==> src/rtl/wave_voice_sched.sv <==
`default_nettype none
// ============================================================================
// Module   : wave_voice_sched
// Brief    : Shares one triangle generator across NUM_VOICES phase accumulators
//            and mixes the enabled voice levels once per sample_tick.
//            Optional macro VOICE_ATTEN_EN adds per-voice shift attenuation.
// Revision : 1.0 - initial release
// ============================================================================
module wave_voice_sched #(
    parameter int NUM_VOICES = 4,
    parameter int ACC_W      = 16,
    parameter int MIX_W      = 7 + $clog2(NUM_VOICES)
) (
    input  logic                          clk,
    input  logic                          rst_n,
    input  logic                          sample_tick,
    input  logic                          cfg_we,
    input  logic [$clog2(NUM_VOICES)-1:0] cfg_addr,
    input  logic [ACC_W-1:0]              cfg_inc,
    input  logic                          cfg_en,
    input  logic                          cfg_phase_clr,
`ifdef VOICE_ATTEN_EN
    input  logic [1:0]                    cfg_shift,
`endif
    output logic [7:0]                    wave_phase,
    input  logic [6:0]                    wave_level,
    output logic [MIX_W-1:0]              mix_out,
    output logic                          mix_valid,
    output logic                          busy,
    output logic                          overrun
);

    localparam int c_aw    = $clog2(NUM_VOICES);
    localparam int c_cnt_w = $clog2(NUM_VOICES + 2);

    localparam logic [1:0] c_idle  = 2'd0;
    localparam logic [1:0] c_issue = 2'd1;
    localparam logic [1:0] c_drain = 2'd2;
    localparam logic [1:0] c_done  = 2'd3;

    // r_cnt is the cycle number inside a scan: voice n is issued in cycle n
    // and captured in cycle n+2, so the last capture lands in NUM_VOICES+1.
    localparam logic [c_cnt_w-1:0] c_last_issue = c_cnt_w'(NUM_VOICES - 1);
    localparam logic [c_cnt_w-1:0] c_last_cap   = c_cnt_w'(NUM_VOICES + 1);

    logic [1:0]          r_state;
    logic [1:0]          w_state_next;
    logic [c_cnt_w-1:0]  r_cnt;
    logic [ACC_W-1:0]    r_phase [NUM_VOICES];
    logic [ACC_W-1:0]    r_inc   [NUM_VOICES];
    logic [NUM_VOICES-1:0] r_en;
    logic [MIX_W-1:0]    r_sum;

    logic                w_start;
    logic                w_issue;
    logic                w_capture;
    logic                w_last_cap;
    logic                w_cfg_hit;
    logic [c_aw-1:0]     w_iss_idx;
    logic [c_aw-1:0]     w_cap_idx;
    logic [6:0]          w_level_att;
    logic [MIX_W-1:0]    w_contrib;
    logic [MIX_W-1:0]    w_sum_next;

    // ---------------- FSM: state register ----------------
    always_ff @(posedge clk or negedge rst_n) begin
        if (!rst_n) begin
            r_state <= c_idle;
        end else begin
            r_state <= w_state_next;
        end
    end

    // ---------------- FSM: next state ----------------
    always_comb begin
        w_state_next = r_state;
        case (r_state)
            c_idle:  if (sample_tick)            w_state_next = c_issue;
            c_issue: if (r_cnt == c_last_issue)  w_state_next = c_drain;
            c_drain: if (r_cnt == c_last_cap)    w_state_next = c_done;
            default:                             w_state_next = c_idle;
        endcase
    end

    // ---------------- FSM: outputs ----------------
    always_comb begin
        busy      = (r_state != c_idle);
        mix_valid = (r_state == c_done);
    end

    assign w_start    = (r_state == c_idle) && sample_tick;
    assign w_issue    = (r_state == c_issue);
    assign w_capture  = ((r_state == c_issue) || (r_state == c_drain)) &&
                        (r_cnt >= c_cnt_w'(2));
    assign w_last_cap = (r_state == c_drain) && (r_cnt == c_last_cap);
    assign w_iss_idx  = c_aw'(r_cnt);
    assign w_cap_idx  = c_aw'(r_cnt - c_cnt_w'(2));

`ifdef VOICE_ATTEN_EN
    logic [1:0] r_shift [NUM_VOICES];
    assign w_level_att = wave_level >> r_shift[w_cap_idx];
`else
    assign w_level_att = wave_level;
`endif

    assign w_contrib  = r_en[w_cap_idx] ? MIX_W'(w_level_att) : '0;
    assign w_sum_next = r_sum + w_contrib;

    // Out-of-range addresses only exist when NUM_VOICES is not a power of two.
    generate
        if ((1 << c_aw) == NUM_VOICES) begin : g_addr_full
            assign w_cfg_hit = cfg_we;
        end else begin : g_addr_partial
            assign w_cfg_hit = cfg_we && (32'(cfg_addr) < 32'(NUM_VOICES));
        end
    endgenerate

    always_ff @(posedge clk or negedge rst_n) begin
        if (!rst_n) begin
            for (int v = 0; v < NUM_VOICES; v++) begin
                r_phase[v] <= '0;
                r_inc[v]   <= '0;
`ifdef VOICE_ATTEN_EN
                r_shift[v] <= '0;
`endif
            end
            r_en       <= '0;
            r_cnt      <= '0;
            r_sum      <= '0;
            wave_phase <= '0;
            mix_out    <= '0;
            overrun    <= 1'b0;
        end else begin
            if (sample_tick && busy) begin
                overrun <= 1'b1;
            end

            if (w_start) begin
                r_cnt      <= c_cnt_w'(1);
                r_sum      <= '0;
                wave_phase <= r_phase[0][ACC_W-1 -: 8];
            end else if (w_issue || (r_state == c_drain)) begin
                r_cnt <= r_cnt + c_cnt_w'(1);
            end

            if (w_issue) begin
                wave_phase <= r_phase[w_iss_idx][ACC_W-1 -: 8];
            end
            if (w_capture) begin
                r_sum <= w_sum_next;
            end
            if (w_last_cap) begin
                mix_out <= w_sum_next;
            end

            // Config write is placed after the phase advance so a phase clear
            // on the capture edge wins; the advance itself uses the old inc.
            for (int v = 0; v < NUM_VOICES; v++) begin
                if (w_capture && (w_cap_idx == c_aw'(v)) && r_en[v]) begin
                    r_phase[v] <= r_phase[v] + r_inc[v];
                end
                if (w_cfg_hit && (cfg_addr == c_aw'(v))) begin
                    r_inc[v] <= cfg_inc;
                    r_en[v]  <= cfg_en;
`ifdef VOICE_ATTEN_EN
                    r_shift[v] <= cfg_shift;
`endif
                    if (cfg_phase_clr) begin
                        r_phase[v] <= '0;
                    end
                end
            end
        end
    end

endmodule
`default_nettype wire

==> config.mk <==
export PLATFORM = sky130hd
export DESIGN_NAME = wave_voice_sched
export DESIGN_NICKNAME = d
export VERILOG_FILES = /design/src/rtl/wave_voice_sched.sv
export SDC_FILE = /design/constraint.sdc
export NUM_CORES = 1
export LEC_CHECK = 0
export ABC_AREA = 1
export CORE_MARGIN = 5
export CORE_UTILIZATION = 49
export CTS_BUF_LIST = sky130_fd_sc_hd__clkbuf_16
export CTS_CLUSTER_SIZE = 30
export DETAILED_ROUTE_END_ITERATION = 10
export GPL_ROUTABILITY_DRIVEN = 0
export PLACE_DENSITY_LB_ADDON = 0.3
export SYNTH_ARGS = -nofsm -noshare
export SYNTH_HDL_FRONTEND = slang
export SYNTH_SLANG_ARGS = --single-unit
export TNS_END_PERCENT = 10
==> constraint.sdc <==
create_clock -name clk -period 2.9 [get_ports clk]
set_input_delay 0.58 -clock clk [delete_from_list [all_inputs] [get_ports clk]]
set_output_delay 0.58 -clock clk [all_outputs]
set_load 0.02 [all_outputs]
==> impl_metrics.py <==
metrics = {
    "run_status": {
        "status": "finished clean",
    },
    "pwr": {
        "vdd_ir_drop_max_mv": 0.402,
        "power_density_nw_per_um2": 943,
        "leakage_nw": 6.95,
        "switching_share_pct": 44.6,
        "combPwrFrac_pct": 49.9,
        "total_power_mw": 11.6,
        "power_switching_mw": 5.16,
        "internal_power_mw": 6.42,
        "p_seq_share_pct": 31.2,
        "clkPwrFrac_pct": 18.9,
    },
    "critical_path": {
        "slowest_stage": "dfrtp_1",
        "slowest_delay_ns": 0.60,
        "critPathRequiredTime_ns": 3.27,
        "critPathMaxFanout": 14,
        "setup.worst_path.class": "flip-flop to flip-flop",
        "startpoint_type": "flip-flop",
        "cpMostUsedCell": "nand2_1",
        "worstPathArrival_ns": 2.97,
        "crit_path_end_kind": "flip-flop",
        "path_cells": "inv_2 -> a21oi_1 -> buf_4 -> nor2_1 -> ha_1 -> fa_1 -> nand3_1 -> nand2_1 -> a21oi_1 -> xnor2_1 -> nand2_1 -> nand2_1",
    },
    "floorplan": {
        "rows": 54,
        "die_area_um2": 25400,
        "design.core.area_um2": 21900,
        "start_util_pct": 49.9,
        "die_h_um": 159,
        "num_io_pins": 51,
        "die-width_um": 159,
    },
    "grt": {
        "grt-ovfl-total": 0,
        "antenna_found_initial": 3,
        "grt_use_total_pct": 21.9,
        "grt_pass1_wl_um": 45800,
        "grt_max_degree": 66,
        "grt_pass1_vias": 9246,
    },
    "detailed_routing": {
        "drtPass1Iterations": 5,
        "routed-via-count": 9759,
        "drc_errors": 0,
        "wl_per_cell_um": 14.4,
        "viasPerCell": 5.13,
        "totalWireLength_um": 27300,
        "drt_iter0_markers": 687,
        "ant_nets": 0,
    },
    "sta": {
        "final_max_slew_viol_count": 0,
        "finalSetupViolations": 0,
        "hold_violations": 0,
        "slew_headroom_pct": 60.1,
        "period_needed_ns": 2.60,
        "fmax_mhz": 385,
        "worst_pin_slew_ns": 0.598,
        "rsz0062_at_grt": "false",
        "fin_worst_skew_ns": 0.0101,
        "setup_slack_ns": 0.300,
        "fin_crit_sh_pct": 89.7,
        "finalSetupTns_ns": 0,
    },
    "clock_network": {
        "clockBufferDepth": 2,
        "hold_buffers": 0,
        "cts_tree": "built",
        "clockRootBuffer": "clkbuf_16",
        "numCtsBuffers": 17,
        "htreeDepth": 4,
        "path_clk_slew_ns": 0.07,
        "post_cts_buffers": 0,
        "ctsResizeCount": 0,
        "cts_sinks": 164,
        "clock_latency_ns": 0.43,
    },
    "synth": {
        "synth_most_common_cell": "nand2_1",
        "synthTopCellsByCount": "nand2_1, inv_1, dfrtp_1, nand3_1, o21ai_0",
        "yosys_warnings": 0,
        "synth_edf_count": 0,
        "syn-num-nets": 1674,
        "avgSynthCellArea_um2": 7.00,
        "synth-seq-area-share_pct": 37.6,
        "async_flop_share_pct": 100,
        "synth_cells": 1561,
        "yosys-top-cells-area": "dfrtp_1, nand2_1, inv_1, ha_1, nand3_1",
        "synth_ff_type": "dfrtp_1",
        "yosys.area.top_type": "dfrtp_1",
        "mappedNetlistArea_um2": 10900,
        "ys_types": 37,
        "synth_seq_cells": 164,
        "yosys.area.top_type_share_pct": 37.6,
    },
    "min_path": {
        "min_path_type": "primary input to async pin",
    },
    "placement": {
        "io_buffers": 50,
        "place_ws_ns": 0.353,
        "place_hpwl_um": 20300,
    },
    "layout": {
        "antenna_cells": 0,
        "nNetsFinal": 1723,
        "synthToLayoutAreaGrowth_pct": 12.4,
        "nFillCells": 2113,
        "drive_above_1_share_pct": 4.50,
    },
    "flow_run": {
        "max_cap_viol_count": 0,
    },
}
## routing by layer
layer  share of wire (%)  track usage (%)
met5                0.12                0
met4                 3.7             8.96
met3                 5.1             4.50
met2                  46             35.7
met1                  45             28.5
## power groups by stage
| stage | clock (mW) | combinational, mW | sequential [mW] |
|---|---|---|---|
| finish | 2.19 | 5.78 | 3.61 |
| global route | 2.33 | 6.65 | 3.71 |
| CTS | 2.23 | 5.77 | 3.61 |
| detailed placement | 0 | 5.74 | 3.64 |
| global placement | 0 | 5.60 | 3.62 |
| floorplan | 0 | 4.29 | 3.56 |
## cell usage in the layout, fill, tap and decap left out, types with 2 or more instances in the layout
| master | synthesis | routed |
|---|---|---|
| nand3_1 | 136 | 136 |
| clkdlybuf4s50_1 | 0 | 49 |
| clkinv_1 | 3 | 5 |
| nor2_1 | 70 | 70 |
| clkinvlp_4 | 0 | 4 |
| or2_2 | 10 | 10 |
| nand2_1 | 487 | 487 |
| inv_6 | 0 | 4 |
| fa_1 | 5 | 5 |
| buf_4 | 7 | 13 |
| dfrtp_1 | 164 | 164 |
| nand3_2 | 2 | 2 |
| xnor2_1 | 18 | 18 |
| nor2_4 | 2 | 2 |
| nor3_2 | 2 | 2 |
| clkbuf_16 | 0 | 17 |
| o221ai_1 | 2 | 2 |
| xor2_1 | 5 | 5 |
| o22ai_1 | 5 | 5 |
| o21a_1 | 8 | 8 |
| o21ai_1 | 2 | 2 |
| a21o_1 | 2 | 2 |
| nor3_1 | 12 | 12 |
| inv_2 | 8 | 8 |
| nor2_2 | 3 | 3 |
| inv_1 | 281 | 282 |
| nand3b_1 | 2 | 2 |
| nand4_1 | 6 | 6 |
| o211ai_1 | 10 | 10 |
| ha_1 | 77 | 77 |
| a21oi_1 | 78 | 78 |
| o21ai_0 | 122 | 122 |
## layout make-up
type | count | area (um^2) | share of cell area, %
Tap cell | 280 | 350 | 2.85
Timing Repair Buffer | 64 | 619 | 5.04
Inverter | 292 | 1100 | 8.92
Sequential cell | 164 | 4100 | 33.4
Clock buffer | 17 | 425 | 3.46
Clock inverter | 15 | 131 | 1.07
Multi-Input combinational cell | 1071 | 5560 | 45.2
## flip-flops by register name, summed over array words and instances (netlist names)
name / cells
r_sum: 9
r_cnt: 3
r_state: 2
r_phase: 64
overrun: 1
r_en: 4
wave_phase: 8
mix_out: 9
r_inc: 64
## critical path, delay by kind of cell, from the launching register on
kind	cells	cell delay [ns]
xor+xnor	1	0.16
buf+inv	2	0.37
simple gates	5	0.41
flops	1	0.60
compound gates	2	0.38
fa+ha+maj	2	0.64
## worst paths after layout
kind / from / to / slack, ns / cells past startpoint
max: r_cnt[1]$_DFFE_PN0P_ / r_sum[6]$_DFFE_PN0P_ / 0.30 / 12
min: rst_n / r_inc[36]$_DFFE_PN0P_ / 0.04 / 1
max reg2reg: r_cnt[1]$_DFFE_PN0P_ / r_sum[6]$_DFFE_PN0P_ / 0.30 / 12
min reg2reg: overrun$_DFFE_PN0P_ / overrun$_DFFE_PN0P_ / 0.46 / 1
max in group asynchronous: rst_n / r_phase[61]$_DFF_PN0_ / 2.05 / 2
min in group clk: overrun$_DFFE_PN0P_ / overrun$_DFFE_PN0P_ / 0.46 / 1
## cell families (layout without fill, tap and decap cells)
family                     after synthesis  in the layout  synth area share, %
buffers and inverters                  326            388                 11.6
and+or+nand+nor                        734            734                 28.0
AOI/OAI and AO/OA                      232            232                 11.3
adders and majority gates               82             82                 9.73
xor gates and xnor gates                23             23                 1.84
DFF                                    164            164                 37.6
## stage by stage
| step | instances | hold WS [ns] | utilization [%] | area (um^2) |
|---|---|---|---|---|
| floorplan | 1561 | 0.284 | - | 10900 |
| global placement | 1871 | 0.439 | 53.6 | 11700 |
| detailed placement | 1871 | 0.454 | 53.6 | 11700 |
| CTS | 1903 | 0.0426 | 56.1 | 12300 |
| global route | 1903 | 0.0613 | 56.1 | 12300 |
| finish | 1903 | 0.0374 | 56.1 | 12300 |
Note: power is estimated with default switching activity, not from simulation.
==> RTL change: new RTL, same flow settings <==
Make the reset (`rst_n`) synchronous in 2 clocked blocks.
--- a/src/rtl/wave_voice_sched.sv
+++ b/src/rtl/wave_voice_sched.sv
@@ -64,5 +64,5 @@
 
     // ---------------- FSM: state register ----------------
-    always_ff @(posedge clk or negedge rst_n) begin
+    always_ff @(posedge clk) begin
         if (!rst_n) begin
             r_state <= c_idle;
@@ -116,5 +116,5 @@
     endgenerate
 
-    always_ff @(posedge clk or negedge rst_n) begin
+    always_ff @(posedge clk) begin
         if (!rst_n) begin
             for (int v = 0; v < NUM_VOICES; v++) begin
Formal check against the unedited RTL: differs if rst_n is asserted again (counterexample within 4 cycles, from zero or initial values and one cycle with rst_n low); with rst_n held inactive, the same outputs for 4 cycles.
==> RTL change against the unedited design <==
Area after synthesis decreased by 6.3%; core utilization up 0.95 points; setup slack better by 0.14 ns; largest cell class unchanged; sequential cell count stayed put; routed wire length fell by 8.8%; cell area down 5.1%; synthesized cell count decreased by 16%; worst hold slack improved by 0.43 ns; clock skew grew 0.0026 ns.
Power is not compared: it rests on default switching activity, and its combinational part moved more than twofold at a synthesized area within 25%.
==> RTL change: results <==
timing:
  fin_hold_ws_ns: 0.463
  fin_skew_ns: 0.0127
drt:
  avgViaCountPerCell: 5.11
  drt-initial-drc-count: 597
  wire_per_inst_um: 14.9
final_layout:
  reg_top3: "r_inc x64, r_phase x64"
  nNetsFinal: 1498
  layout-drive-gt1-share: 0.0479
  fillers: 1877
global_route:
  grt_max_degree: 21
  grt_pass1_vias: 8098
  grt_use_total: 0.208
  antenna_found_initial: 0
synth:
  synth_cell_types: 41
  ys.flop_type: "edfxtp_1"
  yosysSeqAreaShare: 0.446
  synth_top_cell_area_share: 0.375
  synthTopCellsByCount: "nand2_1 (386), nor2_1 (210), inv_1 (190), edfxtp_1 (128), a21oi_1 (83)"
  synth_edf_count: 128
  syn_nets: 1432
  synth_area_leaders: "edfxtp_1 (38%), nand2_1 (14%), ha_1 (9.4%), nor2_1 (7.7%), dfxtp_1 (7.0%)"
placement:
  placed_area_sq_um: 11100
  dp_hpwl_um: 18600
critical_path:
  critical-path-top-delay-family: "simple AND/OR/NAND/NOR gates"
  crit_path_max_incr_delay_ns: 0.43
  reg2reg_slack_ns: 0.44
  slowest_stage: "dfxtp_1"
  worstPathArrival_ns: 2.79
  cp_max_fo: 7
clock_network:
  clkLatencyLatePin_ns: 0.42
run_status:
  status: "finished, final reports clean"
min_path:
  min-delay-path-class: "reg2reg"
-- RTL change: changes by cell type after synthesis, sizes merged, moves of 8 or more --
cell    delta
dfrtp    -164
nor2     +136
edfxtp   +128
nand2    -101
inv       -93
o21ai     -92
nand3     -70
dfxtp     +36
xnor2     -16
buf        -9
o211ai     -9
a211oi     +8
-- RTL change: logic make-up after synthesis --
family          share of synthesized area
compound gates                     0.0722
xor+xnor                           0.0111
fa+ha+maj                           0.104
buf+inv                            0.0819
flops                               0.446
simple gates                        0.285
-- RTL change: area by class of cell --
class	count	share of cell area
multi-input cells	938	0.415
flip-flops and latches	164	0.392
inverters	198	0.0640
repair buffers	66	0.0532
clock buffers	19	0.0408
well taps	270	0.0290
clock inverters	13	0.00665
-- RTL change: power by group --
part	internal [mW]	switching (mW)	leakage, nW
Combinational	0.583	1.06	3.73
Clock	1.19	0.931	0.288
Sequential	2.72	0.141	1.59
-- RTL change: through the flow --
stage	utilization	std cells	setup slack, ns
6_report	0.571	1668	0.439
5_1_grt	0.571	1668	0.132
3_3_place_gp	0.544	1636	0.241
4_1_cts	0.571	1668	0.413
2_1_floorplan	-	1319	0.602
3_5_place_dp	0.544	1636	0.153
-- RTL change: final timing paths --
path                            startpoint    endpoint  cells past startpoint
worst max-delay path              r_cnt[0]  mix_out[8]                     15
worst max register to register    r_cnt[0]  mix_out[8]                     15
worst min-delay path              r_cnt[2]    r_cnt[2]                      2
worst min register to register    r_cnt[2]    r_cnt[2]                      2
-- RTL change: tightest hold or removal path, stage by stage, from the launching register on --
cell     delay, ns
dfxtp_1       0.31
nand2_1       0.06
a21oi_1       0.05
-- RTL change: layer usage --
metal	vias to the layer above	track usage	part of all wire
met4	0	0.0643	0.024
met5	-	0	0
met3	44	0.0453	0.057
met2	221	0.350	0.48
met1	3892	0.270	0.44
li1	4370	-	-
